File: config.mk
export PLATFORM = sky130hd
export DESIGN_NAME = rv32i_mem
export DESIGN_NICKNAME = d
export VERILOG_FILES = /design/src/rtl/rv32i_pkg.sv /design/src/rtl/rv32i_mem_align.sv /design/src/rtl/rv32i_mem.sv
export SDC_FILE = /design/constraint.sdc
export NUM_CORES = 1
export LEC_CHECK = 0
export ABC_AREA = 1
export ABC_CLOCK_PERIOD_IN_PS = 1880
export CORE_UTILIZATION = 41
export DETAILED_ROUTE_END_ITERATION = 12
export GPL_TIMING_DRIVEN = 0
export MAX_ROUTING_LAYER = met4
export PLACE_DENSITY = 0.8
export RECOVER_POWER = 100
export SLEW_MARGIN = 20
export SYNTH_ARGS = -nofsm -noshare
export SYNTH_HDL_FRONTEND = slang
export SYNTH_SLANG_ARGS = --single-unit
File: constraint.sdc
create_clock -name Clk -period 1.88 [get_ports Clk]
set_input_delay 0.47 -clock Clk [delete_from_list [all_inputs] [get_ports Clk]]
set_output_delay 0.47 -clock Clk [all_outputs]
set_load 0.01 [all_outputs]
File: src/rtl/rv32i_pkg.sv
// Shared constants and types for the RV32I MEM stage.
package rv32i_pkg;

  // funct3 encodings of load/store width and signedness
  localparam logic [2:0] MEM_B  = 3'b000;
  localparam logic [2:0] MEM_H  = 3'b001;
  localparam logic [2:0] MEM_W  = 3'b010;
  localparam logic [2:0] MEM_BU = 3'b100;
  localparam logic [2:0] MEM_HU = 3'b101;

  // Bus access sequencer states
  typedef enum logic {
    IDLE = 1'b0,
    WAIT = 1'b1
  } state_t;

  // Wide enough for ACK_TIMEOUT up to 255
  localparam int unsigned TMO_CNT_W = 8;

endpackage

File: src/rtl/rv32i_mem_align.sv
// Combinational lane formatting for stores, extraction/extension for loads,
// and legality check of the requested access.
module rv32i_mem_align
  import rv32i_pkg::*;
(
  input  logic        rd_en,
  input  logic        wr_en,
  input  logic [2:0]  op,
  input  logic [1:0]  addr_lo,
  input  logic [31:0] rs2_data,
  input  logic [31:0] rdata,
  output logic [3:0]  be,
  output logic [31:0] wdata,
  output logic [31:0] load_data,
  output logic        illegal
);

  logic [7:0]  sel_byte;
  logic [15:0] sel_half;

  // Store byte enables and lane-replicated write data; loads read the whole word
  always_comb begin
    be    = '1;
    wdata = rs2_data;
    if (!rd_en) begin
      case (op)
        MEM_B: begin
          be    = 4'b0001 << addr_lo;
          wdata = {4{rs2_data[7:0]}};
        end
        MEM_H: begin
          be    = 4'b0011 << {addr_lo[1], 1'b0};
          wdata = {2{rs2_data[15:0]}};
        end
        default: begin
          be    = '1;
          wdata = rs2_data;
        end
      endcase
    end
  end

  // Select the addressed byte/halfword of the read word and extend it
  always_comb begin
    case (addr_lo)
      2'd0:    sel_byte = rdata[7:0];
      2'd1:    sel_byte = rdata[15:8];
      2'd2:    sel_byte = rdata[23:16];
      default: sel_byte = rdata[31:24];
    endcase
    sel_half = addr_lo[1] ? rdata[31:16] : rdata[15:0];
    case (op)
      MEM_B:   load_data = {{24{sel_byte[7]}}, sel_byte};
      MEM_BU:  load_data = {24'b0, sel_byte};
      MEM_H:   load_data = {{16{sel_half[15]}}, sel_half};
      MEM_HU:  load_data = {16'b0, sel_half};
      default: load_data = rdata;
    endcase
  end

  // Flag conflicting enables, reserved encodings, unsigned stores and misalignment
  always_comb begin
    illegal = 1'b0;
    if (rd_en || wr_en) begin
      if (rd_en && wr_en)
        illegal = 1'b1;
      if (op == 3'b011 || op == 3'b110 || op == 3'b111)
        illegal = 1'b1;
      if (wr_en && (op == MEM_BU || op == MEM_HU))
        illegal = 1'b1;
      if ((op == MEM_H || op == MEM_HU) && addr_lo[0])
        illegal = 1'b1;
      if (op == MEM_W && addr_lo != 2'b00)
        illegal = 1'b1;
    end
  end

endmodule

File: src/rtl/rv32i_mem.sv
// MEM stage: issues single-outstanding data-memory accesses, stalls upstream
// while an access is in flight, and drives the MEM/WB register.
module rv32i_mem
  import rv32i_pkg::*;
#(
  parameter int unsigned ACK_TIMEOUT = 16,
  parameter int unsigned XLEN        = 32
) (
  input  logic            Clk,
  input  logic            Reset_n,
  input  logic            EX_Mem_rd_en,
  input  logic            EX_Mem_wr_en,
  input  logic [2:0]      EX_Mem_op,
  input  logic            EX_MemToReg,
  input  logic            EX_RegFile_wr_en,
  input  logic [4:0]      EX_Rd_addr,
  input  logic [XLEN-1:0] EX_ALU_result,
  input  logic [XLEN-1:0] EX_Rs2_data,
  output logic            DMem_req,
  output logic            DMem_we,
  output logic [XLEN-1:0] DMem_addr,
  output logic [3:0]      DMem_be,
  output logic [XLEN-1:0] DMem_wdata,
  input  logic            DMem_ack,
  input  logic [XLEN-1:0] DMem_rdata,
  output logic            MEM_Stall,
  output logic            MEM_RegFile_wr_en,
  output logic            MEM_MemToReg,
  output logic [4:0]      MEM_Rd_addr,
  output logic [XLEN-1:0] MEM_ALU_result,
  output logic [XLEN-1:0] MEM_Load_data,
  output logic            MEM_Access_fault
);

  localparam logic [TMO_CNT_W-1:0] TMO_LAST = TMO_CNT_W'(ACK_TIMEOUT - 1);

  state_t                 state, state_next;
  logic [TMO_CNT_W-1:0]   tmo_cnt;
  logic                   mem_op;
  logic                   issue;
  logic                   ack_done;
  logic                   timeout;
  logic [3:0]             fmt_be;
  logic [XLEN-1:0]        fmt_wdata;
  logic [XLEN-1:0]        fmt_load;
  logic                   illegal;

  assign mem_op = EX_Mem_rd_en || EX_Mem_wr_en;

  rv32i_mem_align u_align (
    .rd_en     (EX_Mem_rd_en),
    .wr_en     (EX_Mem_wr_en),
    .op        (EX_Mem_op),
    .addr_lo   (EX_ALU_result[1:0]),
    .rs2_data  (EX_Rs2_data),
    .rdata     (DMem_rdata),
    .be        (fmt_be),
    .wdata     (fmt_wdata),
    .load_data (fmt_load),
    .illegal   (illegal)
  );

  // State register and WAIT-cycle counter (cleared whenever WAIT is left)
  always_ff @(posedge Clk) begin
    if (!Reset_n) begin
      state   <= IDLE;
      tmo_cnt <= '0;
    end else begin
      state   <= state_next;
      tmo_cnt <= (state == WAIT && state_next == WAIT) ? tmo_cnt + 1'b1 : '0;
    end
  end

  // Next state, stall and the issue/complete/abort events
  always_comb begin
    state_next = state;
    MEM_Stall  = 1'b0;
    issue      = 1'b0;
    ack_done   = 1'b0;
    timeout    = 1'b0;
    case (state)
      IDLE: begin
        if (mem_op && !illegal) begin
          MEM_Stall  = 1'b1;
          issue      = 1'b1;
          state_next = WAIT;
        end
      end
      WAIT: begin
        // an ack in the final WAIT cycle wins over the timeout
        if (DMem_ack) begin
          ack_done   = 1'b1;
          state_next = IDLE;
        end else if (tmo_cnt == TMO_LAST) begin
          timeout    = 1'b1;
          state_next = IDLE;
        end else begin
          MEM_Stall  = 1'b1;
        end
      end
    endcase
  end

  // Bus request registers and MEM/WB register updates
  always_ff @(posedge Clk) begin
    if (!Reset_n) begin
      DMem_req          <= 1'b0;
      DMem_we           <= 1'b0;
      DMem_addr         <= '0;
      DMem_be           <= '0;
      DMem_wdata        <= '0;
      MEM_RegFile_wr_en <= 1'b0;
      MEM_MemToReg      <= 1'b0;
      MEM_Rd_addr       <= '0;
      MEM_ALU_result    <= '0;
      MEM_Load_data     <= '0;
      MEM_Access_fault  <= 1'b0;
    end else begin
      MEM_Access_fault <= 1'b0;
      if (issue) begin
        DMem_req          <= 1'b1;
        DMem_we           <= EX_Mem_wr_en;
        DMem_addr         <= {EX_ALU_result[XLEN-1:2], 2'b00};
        DMem_be           <= fmt_be;
        DMem_wdata        <= fmt_wdata;
        MEM_RegFile_wr_en <= 1'b0;
      end else if (state == IDLE || ack_done || timeout) begin
        // EX is either advancing or was held for the access just finished
        MEM_MemToReg      <= EX_MemToReg;
        MEM_Rd_addr       <= EX_Rd_addr;
        MEM_ALU_result    <= EX_ALU_result;
        MEM_RegFile_wr_en <= EX_RegFile_wr_en && !(state == IDLE && illegal) && !timeout;
        MEM_Access_fault  <= (state == IDLE && illegal) || timeout;
        if (state == WAIT)
          DMem_req <= 1'b0;
        if (ack_done && !DMem_we)
          MEM_Load_data <= fmt_load;
      end
    end
  end

endmodule

Word-level counts from Yosys, hierarchy flattened
Cells that the tools add are included.
- add/sub/neg operators: 1
- bitwise gates (word level): 4
- shifts and indexed selects: 2
- multiplexer cells: 26
- eq/ne operators: 10
- reductions and logical operators: 33
- operators with widths (operator ; count):
    32-bit case mux with 4 select lines ; 1
    32-bit case mux with 2 select lines ; 1
    32-bit 2-to-1 mux ; 1
    8-bit case mux with 3 select lines ; 1
    1-bit 2-to-1 mux ; 18
    16-bit 2-to-1 mux ; 1
    3-bit == test, second input constant ; 4
    1-bit logical AND ; 10
    8-bit by 1-bit adder with 8-bit output, second input constant ; 1
    8-bit by 4-bit == test with 1-bit output, second input constant ; 1
    1-bit logical OR ; 8
    4-bit case mux with 2 select lines ; 1
    3-bit by 2-bit == test with 1-bit output, second input constant ; 2
    2-bit AND reduction ; 3
    2-bit nonzero test ; 3
    1-bit logical NOT ; 4
    4-bit 2-to-1 mux ; 1
    1-bit inverter ; 4
    1-bit by 2-bit << shifter with 4-bit output, first input constant ; 1
    2-bit by 2-bit << shifter with 4-bit output, first input constant ; 1
    3-bit by 1-bit == test with 1-bit output, second input constant ; 1
    3-bit logical NOT ; 1
    3-bit AND reduction ; 1
    3-bit OR reduction ; 1
    other kinds (5) ; 5
- output and inout bits: 143
- input bits: 111
- logic and storage cells: 89
- flip-flop bits (word level): 149

Logic depth before layout (Yosys ltp)
- word-level depth: 14
- mapped depth: 10

Cells and area by module
From an unflattened synthesis, not the netlist that was laid out.
- cell total of the unflattened synthesis: 1019
- area total of the unflattened synthesis: 7036.7 um2
- modules (own cells, without submodules) (module ; cells an instance ; times used ; area each (um2)):
    rv32i_mem ; 712 ; 1 ; 5484.0
    rv32i_mem_align ; 307 ; 1 ; 1552.7

Worst setup path before layout
Ideal clock, no wire load.
- path type: input to output
- start point: input EX_ALU_result[1]
- end point: output MEM_Stall
- data required time: 1.410 ns
- data arrival time: 1.447 ns
- buffers on the path: 3
- setup slack: -0.037 ns
- cell stages on the path: 8
- cells stage by stage: buf_2 > inv_1 > nand3_1 > nand2_1 > nand3_2 > buf_2 > buf_4 > nand2_1
- cells in the longest elaborated chain, start to end: 8
- RTL lines (item ; RTL line ; text):
    start, declared ; rv32i_mem.sv:17 ; input logic [XLEN-1:0] EX_ALU_result,
    2-bit nonzero test ; rv32i_mem_align.sv:73 ; if (op == MEM_W && addr_lo != 2'b00)
    1-bit logical AND ; rv32i_mem_align.sv:73 ;
    1-bit 2-to-1 mux ; rv32i_mem_align.sv:73 ;
    1-bit 2-to-1 mux ; rv32i_mem_align.sv:64 ; if (rd_en || wr_en) begin
    1-bit logical NOT ; rv32i_mem.sv:83 ; if (mem_op && !illegal) begin
    1-bit logical AND ; rv32i_mem.sv:83 ;
    1-bit 2-to-1 mux ; rv32i_mem.sv:83 ;
    1-bit case mux with 2 select lines ; rv32i_mem.sv:81 ; case (state)
    end, declared ; rv32i_mem.sv:26 ; output logic MEM_Stall,
No other way between the ends.

Final worst setup path
- start point: register tmo_cnt[0]
- end point: output MEM_Stall
- cells in the longest elaborated chain, start to end: 4
- RTL lines (item ; RTL line ; text):
    start, declared ; rv32i_mem.sv:38 ; logic [TMO_CNT_W-1:0] tmo_cnt;
    start signal, assigned ; rv32i_mem.sv:70 ; tmo_cnt <= (state == WAIT && state_next == WAIT) ? tmo_cnt + 1'b1 : '0;
    8-bit by 4-bit == test with 1-bit output ; rv32i_mem.sv:94 ; end else if (tmo_cnt == TMO_LAST) begin
    1-bit 2-to-1 mux ; rv32i_mem.sv:94 ;
    1-bit 2-to-1 mux ; rv32i_mem.sv:91 ; if (DMem_ack) begin
    1-bit case mux with 2 select lines ; rv32i_mem.sv:81 ;
No other way between the ends.

==> flow_summary.toml <==
[grt]
grt_max_degree = 17
antenna_found_initial = 2
grt_overflow_total = 0
grt_pass1_wl_mm = 38.4
grt_pass1_vias = 7293
track_usage_pct = 29.2

[timing]
clock-skew-final_ns = 0.00531
finalSetupViolCount = 1
slew_viol_final = 0
tightest_slew_ns = 0.566
worst_hold_slack_ns = 0.440
max_freq_ghz = 0.496
grt_setup_unrepaired = "true"
period_minus_slack_ns = 2.02
max_slew_margin_pct = 62.2
hold_violations = 0
postLayoutSetupSlackWorst_ns = -0.136
layout_worst_path_cycle_share_pct = 107

[logic_synthesis]
synth_area_mm2 = 0.00691
ys_seq_area_share_pct = 43.1
synthXorXnorAreaFrac_pct = 0.380
synth_top_area_share_pct = 43.1
synth_edf_count = 0
yosys_warnings = 0
ys_top_cells_by_count = "nand2_1 (295), nor2_1 (163), dfxtp_1 (149), a21oi_1 (94), nand4_1 (76)"
ys_async_sr_fraction_pct = 0
netlist_top_cells_area = "dfxtp_1 (43%), nand2_1 (16%), nor2_1 (8.9%)"
synth_top_area_cell = "dfxtp_1"
yosysMostFrequentCell = "nand2_1"
syn_avg_cell_area_um2 = 6.74
synthMuxAreaShare_pct = 0
synth_top_family_by_area = "simple AND/OR/NAND/NOR gates"
yosys.area_share.simple_pct = 39.3
synth_cells = 1026
synth_ff_type = "dfxtp_1"
synth_cell_types = 29
synthAdderAreaFrac_pct = 0.181
synth_seq_cells = 149
synth_compound_area_share_pct = 8.09

[cells_and_area]
drive_above_1_share_pct = 9.28
utilization_pct = 64.2
fillers = 1475
area_growth_pct = 53.4
regArea_mm2 = 0.00299
fin_nets = 1424
final_cell_count_no_fill = 1548
multi_input_area_mm2 = 0.00341

[floorplanning]
ioPinCount = 254
initial_core_util_pct = 41.8
core_area_mm2 = 0.0165
die_y_um = 132
die-area_mm2 = 0.0174
die_w_um = 132
rows = 47

[drt]
drt-pass1-iter-count = 5
drt-total-wl_mm = 24.7
drt-initial-drc-count = 607
avgRoutedWirePerCell_um = 15.9
drc = 0
via_per_inst = 5.11
vias = 7912
ant_nets = 0

[clocking]
cts_sinks = 149
clockBufferDepth = 2
cts_max_level = 4
ctsHoldBuffers = 0
cts_root_buf = "clkbuf_16"
numCtsBuffers = 17
cts_tree = "done"
cts.clk_slew.worst_paths_ns = 0.06
clk_latency_ns = 0.43

[place]
place.gp.congestion = 0.915
dp_cells = 1497
pre_cts_slack_ns = -1.39
portBuffers = 250
dp_hpwl_mm = 18.2

[worst_setup_path]
r2r-end = "DMem_req"
r2r_cells = 10
r2r_slack_ns = 0.14
critPathLaunchType = "flip-flop"
critPathCaptureType = "output port"
arrival_ns = 1.55
worstSetupPathType = "reg -> out"
required_ns = 1.41
reg2reg_from = "tmo_cnt[0]"
cp_max_fo = 3

[power]
leakagePower_nw = 4.57
ir_drop_mv = 0.648
p_per_area_mw_per_mm2 = 850
fin_total_pwr_mw = 9.01

[flow_run]
cap_violations = 0

[outcome]
violations = "negative setup slack"
status = "finished, violations left"

[worst_hold_path]
hold_path_depth = 1
hold_path_class = "reg -> reg"
worstHoldStart = "tmo_cnt[0]"
hold_end = "tmo_cnt[0]"
-- through the flow --
stage / TNS (ns) / instance area, um2
after floorplan: 0 / 6920
after global placement: -75.45 / 9700
after detailed placement: -83.83 / 9700
after CTS: -0.151 / 10600
after global routing: -0.220 / 10600
final: -0.136 / 10600
-- routing by layer --
| metal | vias up | GRT usage [%] | wire length, um |
|---|---|---|---|
| met2 | 327 | 47.5 | 12000 |
| met5 | - | - | 0 |
| li1 | 3905 | - | - |
| met1 | 3629 | 34.4 | 10100 |
| met4 | 0 | 13.0 | 734 |
| met3 | 51 | 6.46 | 1890 |
-- cells by family (layout without fill, tap and decap cells) --
| kind of cell | count (synthesis) | in the layout |
|---|---|---|
| AND/OR/NAND/NOR | 618 | 618 |
| buffers and inverters | 146 | 444 |
| other | 1 | 5 |
| flip-flops | 149 | 149 |
| adder cells (fa/ha/maj) | 1 | 1 |
| AO/OA/AOI/OAI | 108 | 108 |
| XOR/XNOR | 3 | 3 |
-- cells in the final DEF, fill, tap and decap left out, types with 6 or more instances in the layout --
cell type,n
a21oi_1,94
buf_2,28
buf_4,23
clkbuf_1,25
clkbuf_16,18
clkbuf_2,9
clkdlybuf4s50_1,242
dfxtp_1,147
inv_1,64
inv_6,6
nand2_1,290
nand3_1,40
nand3b_1,36
nand4_1,76
nor2_1,154
nor2_2,7
-- cell type report --
type	count	area share [%]
clock inverter	13	1.80
clock buffer	19	4.27
antenna	3	0.0708
buffer	75	3.74
tap	220	2.60
multi-input combinational	732	32.1
sequential	149	28.2
inverter	69	2.44
timing repair buffer	268	24.8
-- repair_timing --
item                                    CTS  global route
endpoints found under the setup margin  129            80
gates resized for setup                  43            28
setup buffers                            16             2
pin swaps                                10             6
-- worst max-delay path, stage by stage, from the launching register on --
cell	delay, ns
dfxtp_4	0.36
ha_4	0.15
nand3_4	0.09
nor2_4	0.09
nand2_2	0.07
nand2_4	0.09
clkbuf_16	0.13
nand2_4	0.04
buf_6	0.11
-- state kept, by name, indices dropped and copies added, names as in the netlist, 4 cells and up --
name / count
DMem_addr: 30
DMem_be: 4
DMem_wdata: 32
MEM_ALU_result: 32
MEM_Load_data: 32
MEM_Rd_addr: 5
tmo_cnt: 8
-- worst max path at each step --
| stage | endpoint | depth (start not counted) | start | slack (ns) |
|---|---|---|---|---|
| final | MEM_Stall | 8 | tmo_cnt[0] | -0.14 |
| after global routing | MEM_Stall | 8 | tmo_cnt[0] | -0.20 |
| after CTS | MEM_Stall | 8 | tmo_cnt[0] | -0.15 |
| after detailed placement | MEM_Stall | 9 | EX_Mem_op[0] | -1.39 |
| after global placement | MEM_Stall | 9 | EX_Mem_op[0] | -1.33 |
| after floorplan | MEM_Stall | 8 | EX_ALU_result[1] | 0.01 |
-- where the power goes --
part	internal, mW	total, mW	switching, mW
registers	3.37	3.48	0.118
logic	0.871	1.79	0.914
clock network	2.32	3.74	1.43
Power figures use the tool's default switching activity.
